<file path="config.mk">
export PLATFORM = sky130hd
export DESIGN_NAME = reg_scoreboard
export DESIGN_NICKNAME = d
export VERILOG_FILES = /design/src/rtl/mips_core_pkg.sv /design/src/rtl/sb_pending_counter.sv /design/src/rtl/reg_scoreboard.sv
export SDC_FILE = /design/constraint.sdc
export NUM_CORES = 1
export LEC_CHECK = 0
export BUFFER_PORTS_ARGS = -buffer_cell sky130_fd_sc_hd__buf_2
export CORE_MARGIN = 2
export CORE_UTILIZATION = 45
export CTS_CLUSTER_SIZE = 10
export DETAILED_ROUTE_END_ITERATION = 8
export GPL_ROUTABILITY_DRIVEN = 0
export PLACE_DENSITY = 0.73
export SLEW_MARGIN = 20
export SYNTH_ARGS = -nofsm -noshare
export SYNTH_HDL_FRONTEND = slang
export SYNTH_SLANG_ARGS = --single-unit
</file>
<file path="constraint.sdc">
create_clock -name clk -period 6.05 [get_ports clk]
set_input_delay 0.605 -clock clk [delete_from_list [all_inputs] [get_ports clk]]
set_output_delay 0.605 -clock clk [all_outputs]
set_load 0.01 [all_outputs]
</file>
<file path="src/rtl/mips_core_pkg.sv">
// Shared MIPS core types: register index, scoreboard FSM encoding and pending-count limits.
package mips_core_pkg;

  typedef logic [4:0] MipsReg;

  localparam int NUM_REGS       = 32;
  localparam int SB_MAX_PENDING = 3;
  localparam int SB_CNT_W       = 2;

  localparam logic [1:0] ST_RUN     = 2'd0;
  localparam logic [1:0] ST_DRAIN   = 2'd1;
  localparam logic [1:0] ST_DRAINED = 2'd2;

  typedef enum logic [1:0] {
    RUN     = ST_RUN,
    DRAIN   = ST_DRAIN,
    DRAINED = ST_DRAINED
  } ScoreboardState;

  // One-hot select of a register; r0 maps to nothing since it is never tracked.
  function automatic logic [NUM_REGS-1:0] reg_onehot(input MipsReg r);
    logic [NUM_REGS-1:0] v;
    v    = '0;
    v[r] = 1'b1;
    v[0] = 1'b0;
    return v;
  endfunction

endpackage

</file>
<file path="src/rtl/sb_pending_counter.sv">
// Saturating pending-write counter for one architectural register.
// Latency: count updates one edge after inc/dec; flags are decoded from the registered count.
// Backpressure: none; simultaneous inc+dec cancels, dec at zero and inc at full are dropped.
module sb_pending_counter
  import mips_core_pkg::*;
(
  input  logic clk,
  input  logic rst_n,
  input  logic inc,
  input  logic dec,
  output logic nonzero,
  output logic full
);

  logic [SB_CNT_W-1:0] cnt;

  assign nonzero = (cnt != '0);
  assign full    = (cnt == SB_CNT_W'(SB_MAX_PENDING));

  always_ff @(posedge clk or negedge rst_n) begin
    if (!rst_n) begin
      cnt <= '0;
    end else if (inc && !dec && !full) begin
      cnt <= cnt + 1'b1;
    end else if (dec && !inc && nonzero) begin
      cnt <= cnt - 1'b1;
    end
  end

endmodule

</file>
<file path="src/rtl/reg_scoreboard.sv">
// Decode/issue register scoreboard with drain FSM; optional stall statistics via SCOREBOARD_STATS_EN.
// Latency: issue/stall are combinational from registered counts; counts and state update next edge.
// Backpressure: holds the decoded instruction (stall) on hazard, !ex_ready or while draining.
module reg_scoreboard
  import mips_core_pkg::*;
(
  input  logic   clk,
  input  logic   rst_n,
  input  logic   dec_valid,
  input  logic   dec_uses_rs,
  input  MipsReg dec_rs_addr,
  input  logic   dec_uses_rt,
  input  MipsReg dec_rt_addr,
  input  logic   dec_uses_rw,
  input  MipsReg dec_rw_addr,
  input  logic   ex_ready,
  input  logic   flush,
  input  logic   wb_valid,
  input  MipsReg wb_addr,
  input  logic   drain_req,
  output logic   issue,
  output logic   stall,
  output logic   drained
`ifdef SCOREBOARD_STATS_EN
  ,
  output logic [31:0] stall_count
`endif
);

  ScoreboardState state, state_nxt;

  logic [NUM_REGS-1:0] pend_nz;
  logic [NUM_REGS-1:0] pend_full;
  logic [NUM_REGS-1:0] inc_vec;
  logic [NUM_REGS-1:0] dec_vec;
  logic                hazard;
  logic                all_idle;

  assign pend_nz[0]   = 1'b0;
  assign pend_full[0] = 1'b0;

  for (genvar r = 1; r < NUM_REGS; r++) begin : g_reg
    sb_pending_counter u_cnt (
      .clk     (clk),
      .rst_n   (rst_n),
      .inc     (inc_vec[r]),
      .dec     (dec_vec[r]),
      .nonzero (pend_nz[r]),
      .full    (pend_full[r])
    );
  end

  // Hazards look only at registered counts, so a same-cycle writeback never unblocks.
  assign hazard = (dec_uses_rs && pend_nz[dec_rs_addr])
               || (dec_uses_rt && pend_nz[dec_rt_addr])
               || (dec_uses_rw && pend_full[dec_rw_addr]);

  assign issue    = dec_valid && ex_ready && !hazard && !flush && (state == RUN);
  assign stall    = dec_valid && !issue && !flush;
  assign all_idle = ~|pend_nz;

  assign inc_vec = (issue && dec_uses_rw) ? reg_onehot(dec_rw_addr) : '0;
  assign dec_vec = wb_valid ? reg_onehot(wb_addr) : '0;

  always_comb begin
    state_nxt = state;
    unique case (state)
      RUN:     if (drain_req) state_nxt = DRAIN;
      DRAIN:   if (!drain_req) state_nxt = RUN;
               else if (all_idle) state_nxt = DRAINED;
      DRAINED: if (!drain_req) state_nxt = RUN;
      default: state_nxt = RUN;
    endcase
  end

  always_ff @(posedge clk or negedge rst_n) begin
    if (!rst_n) begin
      state   <= RUN;
      drained <= 1'b0;
    end else begin
      state   <= state_nxt;
      drained <= (state_nxt == DRAINED);
    end
  end

`ifdef SCOREBOARD_STATS_EN
  always_ff @(posedge clk or negedge rst_n) begin
    if (!rst_n) begin
      stall_count <= '0;
    end else if (stall) begin
      stall_count <= stall_count + 32'd1;
    end
  end
`endif

  // A retire with nothing outstanding points at a pipeline bookkeeping bug upstream.
  always @(posedge clk) begin
    if (rst_n && wb_valid && (wb_addr != '0)) begin
      assert (pend_nz[wb_addr])
        else $warning("reg_scoreboard: writeback to idle register r%0d ignored", wb_addr);
    end
  end

endmodule

</file>
==> reports/metrics.yaml <==
run_status:
  status: "finished, final reports clean"
yosys:
  syn-num-nets: 779
  ys_warn_count: 0
  synthArstFlopShare: 1.000
  ys_seq_area_frac: 0.2786
  yosysUniqueCellTypes: 69
  synth-edff-count: 0
  synth_ff_type: "dfrtp_1"
  synth_area_um2: 5839
  ys_seq_elements: 65
  syn_avg_cell_area_um2: 7.796
  syn_inst: 749
clock_tree:
  cts_root_buf: "clkbuf_16"
  numCtsBuffers: 9
  cts_max_level: 3
  tritoncts: "built"
  cts_buffer_depth: 2
  clk_pin_slew_ps: 50
  cts_hold_repair.buffers: 0
  post_cts_resized: 0
  cts_setup_buffers: 0
  clock_sinks: 65
  insertion_delay_ps: 350
power_and_ir_drop:
  p_leak_uw: 0.002452
  switching_share: 0.2798
  clock_power_share: 0.462
  pwr-share-seq: 0.394
  internal_power_uw: 857.8
  combPwrFrac: 0.144
  cellPowerDensity_nw_per_um2: 187.1
  p_switching_uw: 333.3
  ir_worst_vdd_mv: 0.1242
  p_total_uw: 1191
worst_setup_path:
  required_ps: 5440
  crit_path_max_fanout: 20
  cp-end-kind: "primary output"
  cp-start-kind: "input port"
  path_class: "input port to primary output"
  arrival_ps: 3530
sta:
  period_share: 0.6831
  maxSlewViolCount: 0
  slew_headroom: 0.2947
  maxClockFrequency_ghz: 0.2420
  skew_ps: 9.506
  rsz0062_at_grt: "false"
  setup_viol: 0
  worstMarginPinSlew_ps: 1055
  layout_min_cycle_time_ps: 4133
  hold_viol: 0
  timing.setup.tns_ps: 0
place:
  io_buffer_count: 32
  hpwlAfterDp_um: 13320
  dp_cells: 920
floorplan:
  core_area_um2: 12620
  die_h_um: 117.9
  die_w_um: 117.9
  start_util: 0.4627
  die-area_um2: 13900
  num_rows: 41
  ioPinCount: 33
drt:
  first_pass_iters: 7
  post_drt_wl_per_cell_um: 19.64
  wl_um: 18390
  ant_nets: 0
  drc: 0
  viasPerCell: 6.519
  via_count: 6102
  drt_iter0_drc: 752
global_route:
  grt_pass1_vias: 5434
  antenna_found_initial: 0
  grt_start_max_net_pins: 66
  grt.total_usage: 0.2669
  overflow: 0
  grt_pass1_wl_um: 29350
final_layout:
  fillers: 1270
  n_antenna_cell: 0
  areaGrowthSynthToFinish_pct: 9.021
  final-instance-count-excl-fill: 936
  drive_above_1_share: 0.1257
  nNetsFinal: 789
run:
  max_cap_viol_count: 0
hold_path:
  hp-class: "input port to asynchronous set/reset pin"
per-stage QoR:
stage	cell area [um^2]	utilization	hold slack (ps)	setup slack, ps
after floorplan	5839	-	309.4	2926
after global placement	6057	0.4800	532.2	2118
after detailed placement	6057	0.4800	539.6	2047
after CTS	6366	0.5045	475.4	2040
after global routing	6366	0.5045	491.9	1754
final	6366	0.5045	448.8	1917
power groups by stage:
stage                     registers, uW  clock network, uW  logic, uW
final                               469                551        171
after global placement              475                  0        164
after global routing                471                574        186
after detailed placement            476                  0        167
after CTS                           468                559        167
after floorplan                     466                  0        121
final cells by class:
| class | count | area [um^2] | area share |
|---|---|---|---|
| clock inverters | 2 | 35.03 | 0.005503 |
| well taps | 172 | 215.2 | 0.03380 |
| flip-flops and latches | 65 | 1627 | 0.2555 |
| inverters | 20 | 75.07 | 0.01179 |
| repair buffers | 34 | 175.2 | 0.02752 |
| multi-input cells | 629 | 3965 | 0.6228 |
| clock buffers | 14 | 274.0 | 0.04304 |
cells in the final DEF, fill, tap and decap left out, drive strengths merged, types with 19 or more instances in the layout:
cell,count
dfrtp,65
o21ai,40
a21oi,19
nor4,24
nand4,22
nand3,56
inv,20
nand2,105
nor2,108
buf,34
synth_stat cells (5+ instances only):
cell,count,area [um^2]
a211o_1,7,61.31
a211oi_1,8,60.06
a21oi_1,19,95.09
a22o_1,9,78.83
a22oi_1,8,60.06
a31oi_1,5,31.28
and2_1,7,43.79
and3_1,10,62.56
and4_4,5,56.30
buf_2,18,90.09
clkbuf_1,13,48.80
dfrtp_1,65,1627
inv_1,18,67.56
mux2_2,5,56.30
mux2i_1,12,120.1
mux4_2,13,292.8
nand2_1,105,394.1
nand3_1,54,270.3
nand3b_1,10,75.07
nand4_1,22,137.6
nor2_1,107,401.6
nor2b_1,7,43.79
nor3_1,9,45.04
nor3b_1,16,120.1
nor4_1,20,125.1
o211ai_1,10,75.07
o21ai_0,40,200.2
o21bai_1,10,75.07
o221a_1,6,67.56
o31ai_1,8,60.06
or3_1,9,56.30
or3b_2,8,70.07
or4_1,9,67.56
xnor2_1,8,70.07
cell families (layout without fill, tap and decap cells):
group	Yosys count	after routing	synth area share
AND/OR/NAND/NOR	428	428	0.3840
AO/OA/AOI/OAI	155	155	0.1868
flip-flops	65	65	0.2786
buffers and inverters	55	70	0.04243
multiplexers	36	36	0.09321
XOR/XNOR	10	10	0.01500
final timing paths:
path	startpoint	end	slack (ps)	cells after the start
min in group clk	drain_req	state[0]$_DFF_PN0_	480	2
min reg2reg	g_reg[14].u_cnt.cnt[1]$_DFFE_PN0P_	g_reg[14].u_cnt.cnt[1]$_DFFE_PN0P_	550	2
max in group asynchronous	rst_n	g_reg[20].u_cnt.cnt[1]$_DFFE_PN0P_	5010	2
max	dec_rs_addr[0]	issue	1920	9
max reg2reg	g_reg[1].u_cnt.cnt[0]$_DFFE_PN0P_	g_reg[17].u_cnt.cnt[0]$_DFFE_PN0P_	2190	8
min	rst_n	g_reg[1].u_cnt.cnt[0]$_DFFE_PN0P_	450	2
per-layer routing:
layer,GRT usage,part of all wire,wire [um],vias to the layer above
li1,-,-,-,2823
met1,0.3723,0.44,8054,2905
met2,0.3946,0.42,7789,329
met3,0.07219,0.11,1996,45
met4,0.09864,0.030,544,0
met5,0,0,0,-
critical path, cell delays in order:
cell      delay (ps)
buf_2            290
or3b_2           480
a211oi_1         200
o31ai_1          130
nand3_2          320
and3_1           640
nand3_1          300
inv_2            340
buf_2            200
flip-flops by register name, summed over array words and instances (netlist names):
register and flops:
state 2, g.u_cnt.cnt 62, drained 1
(Power assumes the default switching activity.)
